## config.mk

```make
export PLATFORM = sky130hd
export DESIGN_NAME = ahb_bus_arbiter
export DESIGN_NICKNAME = d
export VERILOG_FILES = /design/src/rtl/ahb_bus_arbiter.sv
export SDC_FILE = /design/constraint.sdc
export NUM_CORES = 1
export LEC_CHECK = 0
export BUFFER_PORTS_ARGS = -buffer_cell sky130_fd_sc_hd__buf_4
export CAP_MARGIN = 20
export CORE_MARGIN = 2
export CORE_UTILIZATION = 50
export DETAILED_ROUTE_END_ITERATION = 12
export PLACE_DENSITY_LB_ADDON = 0.05
export SETUP_SLACK_MARGIN = 0.3
export SLEW_MARGIN = 20
export SYNTH_ARGS = -nofsm -noshare
export SYNTH_HDL_FRONTEND = slang
export SYNTH_SLANG_ARGS = --single-unit
```

## constraint.sdc

```tcl
create_clock -name HCLK -period 5.1 [get_ports HCLK]
set_input_delay 0.51 -clock HCLK [delete_from_list [all_inputs] [get_ports HCLK]]
set_output_delay 0.51 -clock HCLK [all_outputs]
set_load 0.02 [all_outputs]
```

## src/rtl/ahb_bus_arbiter.sv

```systemverilog
// AHB bus arbiter: rotating priority, honours HLOCK, and limits how long an
// unlocked owner may keep the bus while another master is waiting.
// Ownership moves only on HREADY=1 cycles. HGRANT is registered and one-hot.
module ahb_bus_arbiter #(
   parameter int NUM_MASTERS = 2,
   parameter int MAX_HOLD    = 16,
   localparam int MW         = $clog2(NUM_MASTERS)
) (
   input  logic                   HCLK,
   input  logic                   rst,
   input  logic [NUM_MASTERS-1:0] HBUSREQ,
   input  logic [NUM_MASTERS-1:0] HLOCK,
   input  logic                   HREADY,
   output logic [NUM_MASTERS-1:0] HGRANT,
   output logic [MW-1:0]          HMASTER,
   output logic [MW-1:0]          HMASTER_D,
   output logic                   HMASTLOCK,
   output logic                   bus_busy
);

   localparam int HW = (MAX_HOLD > 1) ? $clog2(MAX_HOLD) : 1;
   localparam logic [HW-1:0] HOLD_LAST = (MAX_HOLD > 0) ? HW'(MAX_HOLD - 1) : '0;

   typedef enum logic {IDLE, OWNED} state_t;

   state_t          state, state_n;
   logic [MW-1:0]   owner_n;
   logic [MW-1:0]   rr_ptr, rr_n;
   logic [HW-1:0]   hold_cnt, hold_n;
   logic [MW:0]     win_all, win_oth;
   logic [NUM_MASTERS-1:0] others;
   logic            active;

   // First requester searching upward from ptr+1 (mod N); MSB flags a hit.
   // The loop runs from the far end so the nearest candidate overwrites.
   function automatic logic [MW:0] pick(input logic [NUM_MASTERS-1:0] req,
                                        input logic [MW-1:0] ptr);
      logic [MW:0] r;
      int          idx;
      r = '0;
      for (int k = NUM_MASTERS; k >= 1; k--) begin
         idx = (int'(ptr) + k) % NUM_MASTERS;
         if (req[idx]) r = {1'b1, MW'(idx)};
      end
      return r;
   endfunction

   assign others   = HBUSREQ & ~(NUM_MASTERS'(1) << HMASTER);
   assign active   = HBUSREQ[HMASTER] | HLOCK[HMASTER];
   assign win_all  = pick(HBUSREQ, rr_ptr);
   assign win_oth  = pick(others, rr_ptr);
   assign bus_busy = |HGRANT;

   // Next owner / hold counter / rotation pointer.
   always_comb begin
      state_n = state;
      owner_n = HMASTER;
      rr_n    = rr_ptr;
      hold_n  = hold_cnt;
      case (state)
         IDLE: begin
            if (HREADY && win_all[MW]) begin
               state_n = OWNED;
               owner_n = win_all[MW-1:0];
               rr_n    = win_all[MW-1:0];
               hold_n  = '0;
            end
         end
         OWNED: begin
            if (HLOCK[HMASTER]) begin
               hold_n = '0;
            end else if (active) begin
               if ((|others) && (MAX_HOLD != 0)) begin
                  if (hold_cnt >= HOLD_LAST) begin
                     // Time is up: preempt, but only on a ready cycle.
                     if (HREADY) begin
                        owner_n = win_oth[MW-1:0];
                        rr_n    = win_oth[MW-1:0];
                        hold_n  = '0;
                     end
                  end else begin
                     hold_n = hold_cnt + HW'(1);
                  end
               end else begin
                  hold_n = '0;
               end
            end else if (HREADY) begin
               // Owner released: hand over directly, or fall back to IDLE.
               hold_n = '0;
               if (win_all[MW]) begin
                  owner_n = win_all[MW-1:0];
                  rr_n    = win_all[MW-1:0];
               end else begin
                  state_n = IDLE;
               end
            end
         end
         default: state_n = IDLE;
      endcase
   end

   // State and registered bus outputs; HMASTLOCK/HMASTER_D advance on HREADY.
   always_ff @(posedge HCLK) begin
      if (rst) begin
         state     <= IDLE;
         rr_ptr    <= MW'(NUM_MASTERS - 1);
         hold_cnt  <= '0;
         HGRANT    <= '0;
         HMASTER   <= '0;
         HMASTER_D <= '0;
         HMASTLOCK <= 1'b0;
      end else begin
         state    <= state_n;
         rr_ptr   <= rr_n;
         hold_cnt <= hold_n;
         HMASTER  <= owner_n;
         HGRANT   <= (state_n == OWNED) ? (NUM_MASTERS'(1) << owner_n) : '0;
         if (HREADY) begin
            HMASTER_D <= HMASTER;
            HMASTLOCK <= (state_n == OWNED) ? HLOCK[owner_n] : 1'b0;
         end
      end
   end

   a_onehot: assert property (@(posedge HCLK) $onehot0(HGRANT));
   a_stable: assert property (@(posedge HCLK)
                (!$past(HREADY) && !$past(rst)) |-> $stable(HGRANT));

endmodule

```

=== After elaboration in Yosys (flattened, before gate mapping) ===
Index checks and enable logic that the tools add are counted.

* Logic and storage cells: 90
* Bits in writable memories: 0
* Memories kept: 0
* ROM bits: 0
* Output and inout bits: 6
* Latch bits: 0
* Flip-flop bits (word level): 11
* Input bits: 7

* Multiply operators: 0
* $lt $le $gt $ge: 5
* Multiplexer cells: 54
* Equality and inequality tests: 7
* Reduce and logical (&&, ||, !) cells: 5
* $add $sub $neg: 3
* Bitwise gates (word level): 7
* Div/mod/pow operators: 0
* Shift operators: 2

{| class="wikitable"
|+ Operators by type and width
! cell !! count
|-
| 1-bit 2-to-1 mux || 42
|-
| 4-bit 2-to-1 mux || 6
|-
| 3-bit by 2-bit != test with 1-bit output, second input constant || 3
|-
| 4-bit one-hot mux with 2 select lines || 1
|-
| 7-bit AND reduction || 1
|-
| 2-bit by 3-bit < comparator with 1-bit output, second input constant || 2
|-
| 1-bit one-hot mux with 2 select lines || 3
|-
| 2-bit OR reduction || 3
|-
| 4-bit by 1-bit adder with 4-bit output, second input constant || 1
|-
| 4-bit greater-or-equal comparator, second input constant || 1
|-
| 1-bit by 2-bit < comparator with 1-bit output, second input constant || 2
|-
| 2-bit 2-to-1 mux || 2
|-
| 2-bit != test, second input constant || 2
|-
| 4-bit != test, second input constant || 1
|-
| 1-bit by 1-bit left shift with 2-bit output, first input constant || 2
|-
| 3-bit by 1-bit != test with 1-bit output, second input constant || 1
|-
| 1-bit adder, second input constant || 2
|-
| 1-bit AND, first input constant || 2
|-
| 2-bit AND || 1
|-
| 1-bit NOT || 2
|-
| 2-bit NOT || 1
|-
| 1-bit logical AND || 1
|-
| 1-bit OR || 1
|}

=== Logic depth before layout (Yosys ltp) ===
Gate-level depths: netlist of the first run.

* Depth in word-level cells: 17
* Mapped depth: 6

=== Least setup slack after synthesis of the first run ===
OpenSTA, ideal clock, no wires.

* Path type: reg-to-reg
* Start point: register HMASTER
* End point: register hold_cnt[1]
* Library setup time: 0.131 ns
* Slack: 3.342 ns
* Required time: 4.969 ns
* Cell stages (with the launch flop): 6
* Arrival time: 1.627 ns
* Path buffers: 1
* Cell sequence: dfxtp_1 -> buf_2 -> mux2_2 -> and3_1 -> a221oi_1 -> nor3_1

* Cells in the longest elaborated chain, start to end: 8

{| class="wikitable"
|+ RTL lines
! element !! RTL line !! RTL
|-
| start, declared || 15 || <nowiki>output logic [MW-1:0] HMASTER,</nowiki>
|-
| start signal, assigned || 116 || <nowiki>HMASTER <= owner_n;</nowiki>
|-
| 1-bit by 1-bit left shift with 2-bit output || 48 || <nowiki>assign others = HBUSREQ & ~(NUM_MASTERS'(1) << HMASTER);</nowiki>
|-
| 2-bit NOT || 48 ||
|-
| 2-bit AND || 48 ||
|-
| 2-bit OR reduction || 73 || <nowiki>if ((|others) && (MAX_HOLD != 0)) begin</nowiki>
|-
| 4-bit 2-to-1 mux || 73 ||
|-
| 4-bit 2-to-1 mux || 72 || <nowiki>end else if (active) begin</nowiki>
|-
| 4-bit 2-to-1 mux (*) || 70 || <nowiki>if (HLOCK[HMASTER]) begin</nowiki>
|-
| 4-bit one-hot mux with 2 select lines (*) || 60 || <nowiki>case (state)</nowiki>
|-
| end signal, assigned || 115 || <nowiki>hold_cnt <= hold_n;</nowiki>
|-
| end, declared || 29 || <nowiki>logic [HW-1:0] hold_cnt, hold_n;</nowiki>
|}

Every way passes the cells marked *; elsewhere a longest branch is shown, timed or not. The select of a mux whose other input is x is not followed.
A chain may end at the register's enable or synchronous reset.

=== Final worst setup path of the first run ===
* Start point: register hold_cnt[0]
* End point: register HGRANT[0]

* Cells in the longest elaborated chain, start to end: 7

{| class="wikitable"
|+ RTL lines
! element !! RTL line !! RTL
|-
| 4-bit greater-or-equal comparator || 74 || <nowiki>if (hold_cnt >= HOLD_LAST) begin</nowiki>
|-
| 1-bit 2-to-1 mux || 74 ||
|-
| 1-bit 2-to-1 mux || 73 ||
|-
| 1-bit 2-to-1 mux || 72 ||
|-
| 1-bit 2-to-1 mux || 70 ||
|-
| 1-bit one-hot mux with 2 select lines || 60 ||
|-
| 1-bit by 1-bit left shift with 2-bit output || 117 || <nowiki>HGRANT <= (state_n == OWNED) ? (NUM_MASTERS'(1) << owner_n) : '0;</nowiki>
|-
| end signal, assigned || 117 ||
|-
| end, declared || 14 || <nowiki>output logic [NUM_MASTERS-1:0] HGRANT,</nowiki>
|}

Every way passes these cells.

==> results of run 1 <==
## placed cells by master (no fill, tap or decap), drive strengths merged, types with 2 or more instances in the layout
cell type and instances:
nor2b 3, mux2i 3, clkbuf 4, o21a 2, and3 2, nand2 10, inv 6, nand3 3
a32oi 2, a31oi 2, o22ai 2, a21oi 10, dfxtp 11, o21ai 4, nor2 11, a311oi 2
o211ai 2, buf 12, nor3 4, mux2 3, and2 2
## kinds of logic after synthesis
group / Yosys count / share of synthesized area (%)
buffers and inverters: 12 / 6.32
multiplexers: 6 / 7.86
AO/OA/AOI/OAI: 35 / 31.0
flip-flops: 11 / 27.1
AND/OR/NAND/NOR: 42 / 26.2
adder cells (fa/ha/maj): 1 / 1.54
## worst max-delay path: cells and delay by family (launching register included)
kind                     cells  cell delay [ns]
multiplexers                 1             0.35
AO/OA/AOI/OAI                2             0.49
adder cells (fa/ha/maj)      1             0.25
flip-flops                   1             0.38
AND/OR/NAND/NOR              2             0.39
## sequential cells by signal, indices dropped and copies added (netlist names)
register,cells
HMASTLOCK,1
hold_cnt,4
HGRANT,2
HMASTER_D,1
HMASTER,1
state,1
rr_ptr,1
## per-layer routing
layer	wire [microns]	part of all wire [%]	vias up
met3	171	8.8	3
met4	25	1.3	0
met2	809	42	41
li1	-	-	423
met5	0	0	-
met1	941	48	379
## area by class of cell
class | instances | area (sq um)
Sequential cell | 11 | 220
Fill cell | 141 | 587
Clock buffer | 4 | 26.3
Tap cell | 16 | 20.0
Timing Repair Buffer | 12 | 90.1
Inverter | 6 | 22.5
Multi-Input combinational cell | 84 | 541
## power by group
group	switching [mW]	total, mW	internal [mW]
clock network	0.0309	0.0611	0.0302
registers	0.00681	0.0975	0.0907
logic	0.0334	0.0577	0.0243
total	0.0711	0.216	0.145
## worst paths after layout
path	from	end	slack (ns)	cells after the start
hold reg to reg	HMASTER_D$_SDFFE_PP0P_	HMASTER_D$_SDFFE_PP0P_	0.50	2
setup / recovery	hold_cnt[0]$_SDFFE_PP0P_	HGRANT[0]$_SDFF_PP0_	3.19	6
setup reg to reg	hold_cnt[0]$_SDFFE_PP0P_	HGRANT[0]$_SDFF_PP0_	3.19	6
hold / removal	rst	hold_cnt[3]$_SDFFE_PP0P_	0.50	2
==> summary.md, run 1 <==
| Metric | Value |
|---|---|
| Status | finished clean |
| Post-synth top area cell | dfxtp_1 |
| Post-synth top cells | 11 x dfxtp_1, 11 x nor2_1, 10 x a21oi_1, 10 x nand2_1, 5 x buf_2 |
| Avg Cell Area, Syn | 7.59 sq um |
| Vias in the first global route | 720 |
| Post-Syn Instances | 107 |
| Grt ovf | 0 |
| DP Area | 893 sq um |
| PortBufs | 12 |
| Hold slack | 0.499 ns |
| Critical path launch point type | register |
| Critical path fanouts, max | 5 |
| Routed len/inst | 14.6 microns |
| Final hold vios | 0 |
| Register bit total from synthesis | 11 |
| Half-perimeter wire length after detailed placement | 1.42 mm |
| Met3 Track Usage GR | 3.27% |
| Number of enable flip-flop cells after synthesis | 0 |
| CP max stage delay | 0.38 ns |
| Area grow syn2layout | 13.3% |
| Critical Path Slowest Stage Cell | dfxtp_1 |
| Gr busiest metal | met1 |
| Clock transition at the registers of the reported paths | 0.08 ns |
| CTS tree | yes |
| Power, Total | 0.216 mW |
| Residual DRC | 0 |
| Synth cell types | 43 |
| Die X | 44.3 microns |
| Placed cell count | 129 |
| Final min period | 1.91 ns |
| Total wire length | 1.95 mm |
| Final ANT Viol Nets | 0 |
| Deepest clock path buffer count | 2 |
| Sequential element share of the synthesized area | 27.1% |
| Clock net sink count | 11 |
| Clk root buf | clkbuf_4 |
| Iteration count of the initial detailed-routing pass | 4 |
| Fmax | 522 MHz |
| Critical path endpoint category | register |
| Via/cell ratio | 6.36 |
| Main synth FF type | dfxtp_1 |
| Die Span Y | 44.3 microns |
| Crit-path cells | ha_1 -> and3_4 -> mux2i_1 -> o211ai_1 -> a311oi_2 -> and2_1 |
| HP Class | in2reg |
| Setup_tns | 0 ns |
| Post_cts resized | 0 |
| GR Util met2 | 30.9% |
| CTS Buf Count | 3 |
| IO Count | 13 |
| Largest net degree at the start of global routing | 18 |
| Syn_nets | 115 |
| CTS H-tree depth | 1 |
| Top-area cell type share of the netlist area | 27.1% |
| Final setup margin | 3.19 ns |
| Initial DRC count | 44 |
| Util after Layout | 61.0% |
| VDD IR-drop max | 0.000197 V |
| Hold Buf Count CTS | 0 |
| Final Max Slew Viols | 0 |
| Worst slew margin relative to its limit | 64.5% |
| RSZ-0062 raised after global routing | no |
| Asr flop ratio synth | 0% |
| Least-Margin Pin Slew | 0.532 ns |
| Met1 usage | 32.8% |
| First-pass GRT wire length | 3.21 mm |
| Crit Path Category | reg2reg |
| Worst EP required | 5.31 ns |
| Finished layout cell area | 920 sq um |
| Pwr dens | 235 mW/mm^2 |
| Total setup buffers inserted after CTS | 0 |
| Post-route clock period utilization | 37.5% |
| Fraction of layout cells with a size suffix above 1 | 19.7% |
| Vias after detailed routing | 846 |
| Die ar. | 0.00196 sq mm |
| Top cells by area, synth | dfxtp_1 27%, a21oi_1 6.2%, nor2_1 5.1% |
| Layout Skew | 0.00462 ns |
| Nets | 126 |
| Initial antenna violation count | 0 |
| Synth warn | 0 |
| Critical Path AT | 2.13 ns |
| Overall routing resource usage | 21.7% |
| P_leak | 0.365 nW |
| Post-synthesis cell area | 812 sq um |
| Clk_lat worst skew | 0.27 ns |
| Final setup fails | 0 |
| GPL Wtd Cong | 0.862 |
| Num rows | 14 |
| Final cell count without fillers | 133 |
| MaxCap Viol Count | 0 |
| Core Region | 0.00151 sq mm |
| Starting Density | 53.9% |
| Setup WS pre-CTS | 3.16 ns |
| # diodes | 0 |
Power figures use the tool's default switching activity.
==> run 2: changes to the inputs <==
--- a/config.mk
+++ b/config.mk
@@ -8,7 +8,7 @@
 export BUFFER_PORTS_ARGS = -buffer_cell sky130_fd_sc_hd__buf_4
 export CAP_MARGIN = 20
 export CORE_MARGIN = 2
-export CORE_UTILIZATION = 50
+export CORE_UTILIZATION = 49
 export DETAILED_ROUTE_END_ITERATION = 12
 export PLACE_DENSITY_LB_ADDON = 0.05
 export SETUP_SLACK_MARGIN = 0.3
==> constraint.sdc (replaced) <==
create_clock -name HCLK -period 1.6 [get_ports HCLK]
set_input_delay 0.16 -clock HCLK [delete_from_list [all_inputs] [get_ports HCLK]]
set_output_delay 0.16 -clock HCLK [all_outputs]
set_load 0.02 [all_outputs]
==> run 2 against run 1 <==
The flow now finishes with violations (setup timing); sequential power grew to 3.2 times the previous value; critical path type unchanged; clock power grew to 3.3 times the previous value; register-to-register slack worse by 3.3 ns; die area is 1.9% higher.
==> summary.md, run 2 (synthesized netlist as in run 1, its figures left out) <==
| Metric | Value |
|---|---|
| Status | finished, violations left |
| Failing checks | setup timing |
| P_leak | 0.533 nW (+46%) |
| CP top delay family | compound AO/OA/AOI/OAI gates |
| Die Span Y | 44.7 microns (+0.93%) |
| Crit Path Category | reg2reg |
| MaxCap Viol Count | 0 (unchanged) |
| First-pass GRT wire length | 4.37 mm (+36%) |
| CTS H-tree depth | 1 (unchanged) |
| Fraction of layout cells with a size suffix above 1 | 52.9% (+33 points) |
| Nets | 149 (+18%) |
| Deepest clock path buffer count | 2 (unchanged) |
| Critical path endpoint category | register |
| R2R cell count | 6 (unchanged) |
| Vias after detailed routing | 1069 (+26%) |
| GPL Wtd Cong | 0.823 (-4.5%) |
| Vias in the first global route | 879 (+22%) |
| Clk root buf | clkbuf_4 |
| Iteration count of the initial detailed-routing pass | 5 (+1) |
| Hold depth | 2 (unchanged) |
| Largest net degree at the start of global routing | 13 (-5) |
| Fillers | 79 (-44%) |
| Residual DRC | 0 (unchanged) |
| Num rows | 14 (unchanged) |
| Setup WS pre-CTS | -0.0247 ns (-3.18 ns) |
| Clock transition at the registers of the reported paths | 0.08 ns (about the same) |
| Reg-to-reg endpoint | HGRANT[0]$_SDFF_PP0_ |
| Half-perimeter wire length after detailed placement | 1.64 mm (+16%) |
| CP max stage delay | 0.36 ns (-0.02 ns) |
| Final cell count without fillers | 156 (+17%) |
| Least-Margin Pin Slew | 0.691 ns (+0.159 ns) |
| Die ar. | 0.00200 sq mm (+1.9%) |
| Clk_lat worst skew | 0.28 ns (about the same) |
| Worst slew margin relative to its limit | 53.6% (-11 points) |
| Util after Layout | 85.5% (+24 points) |
| Via/cell ratio | 6.85 (+7.7%) |
| Top Registers | hold_cnt x4, HGRANT x2 |
| Pwr dens | 635 mW/mm^2 (+170%) |
| Commonest non-fill, non-tap cell in the layout | buf_4 |
| Final setup margin | -0.0665 ns (-3.25 ns) |
| Hold Crit Start | rst |
| Worst EP required | 1.82 ns (-3.49 ns) |
| Final Max Slew Viols | 0 (unchanged) |
| # diodes | 0 (unchanged) |
| Total wire length | 3.11 mm (+59%) |
| Largest register by flop count | hold_cnt |
| CTS tree | yes |
| Critical path launch point type | register |
| CTS Buf Count | 3 (unchanged) |
| Core Region | 0.00152 sq mm (+1.2%) |
| Overall routing resource usage | 30.2% (+8.6 points) |
| RSZ-0062 raised after global routing | yes |
| Max reg flops | 4 (unchanged) |
| Clock net sink count | 11 (unchanged) |
| Crit-path cells | ha_4 -> and3_4 -> mux2i_4 -> o211ai_1 -> a311oi_2 -> and2_1 |
| Critical Path AT | 1.89 ns (-0.24 ns) |
| Worst R2R Start | hold_cnt[0]$_SDFFE_PP0P_ |
| Final ANT Viol Nets | 0 (unchanged) |
| HP Class | in2reg |
| Routed len/inst | 19.9 microns (+36%) |
| Die X | 44.7 microns (+0.93%) |
| Final hold vios | 0 (unchanged) |
| Buf/Inv on CP | 0 (unchanged) |
| Critical Path Slowest Stage Cell | dfxtp_2 |
| Grt ovf | 0 (unchanged) |
| Critical path launch point | hold_cnt[0]$_SDFFE_PP0P_ |
| IO Count | 13 (unchanged) |
| Fmax | 600 MHz (+15%) |
| Placed cell count | 139 (+7.8%) |
| Starting Density | 53.3% (-0.62 points) |
| VDD IR-drop max | 0.000450 V (+130%) |
| Hold Path Sink | hold_cnt[2]$_SDFFE_PP0P_ |
| Initial antenna violation count | 0 (unchanged) |
| Initial DRC count | 65 (+48%) |
| R2R setup slack | -0.07 ns (-3.25 ns) |
| Final setup fails | 5 (+5) |
| Final min period | 1.67 ns (-0.248 ns) |
| Critical path fanouts, max | 3 (-2) |
| Post-route clock period utilization | 104% (+67 points) |
| PortBufs | 12 (unchanged) |
| Area grow syn2layout | 60.4% |
| Layout Skew | 0.00380 ns (-0.000821 ns) |
| Commonest cells after routing, fill and taps aside | 27 x buf_4, 9 x nor2_1, 9 x nand2_1, 8 x dfxtp_1, 8 x buf_6 |
[run 2: routing by layer]
layer  share of wire (%)  GRT usage (%)  vias up
met5                   0              0        -
met4                 2.5           13.9        0
met3                  13           5.60       10
met2                  48           47.2       92
met1                  37           40.3      498
li1                    -              -      469
[run 2: repair_timing]
action                                  4_1_cts  5_1_grt
resized for setup                            24       13
buffers inserted                              8        5
pin swaps                                    19        5
hold buffers                                  0        0
endpoints found under the setup margin       10       10
gates cloned                                  0        0
[run 2: worst max path at each step]
stage / endpoint / slack [ns] / cells past startpoint
3_5_place_dp: HGRANT[0]$_SDFF_PP0_ / -0.02 / 6
4_1_cts: HGRANT[0]$_SDFF_PP0_ / -0.05 / 6
2_1_floorplan: HGRANT[0]$_SDFF_PP0_ / 0.07 / 6
3_3_place_gp: HGRANT[0]$_SDFF_PP0_ / 0.03 / 6
6_report: HGRANT[0]$_SDFF_PP0_ / -0.07 / 6
5_1_grt: HGRANT[0]$_SDFF_PP0_ / -0.12 / 6
[run 2: layout make-up]
cell class	count	area, sq um	area share [%]
multi-input cells	84	712	54.7
flip-flops and latches	11	229	17.6
inverters	6	22.5	1.73
repair buffers	35	293	22.5
well taps	16	20.0	1.54
clock buffers	4	26.3	2.02
[run 2: report_power, final]
group,internal (mW),leakage [nW],switching (mW),total (mW)
clock network,0.0967,0.0150,0.104,0.201
registers,0.288,0.0918,0.0200,0.308
logic,0.151,0.426,0.168,0.319
total,0.535,0.533,0.292,0.827
[run 2: stage by stage]
step | total power [mW] | cell area, sq um | hold slack (ns) | TNS [ns]
floorplan | 0.457 | 873 | 0.244 | 0
global placement | 0.531 | 1020 | 0.412 | 0
detailed placement | 0.535 | 1020 | 0.418 | -0.0311
CTS | 0.772 | 1210 | 0.142 | -0.0723
global route | 0.862 | 1300 | 0.164 | -0.465
finish | 0.827 | 1300 | 0.154 | -0.190
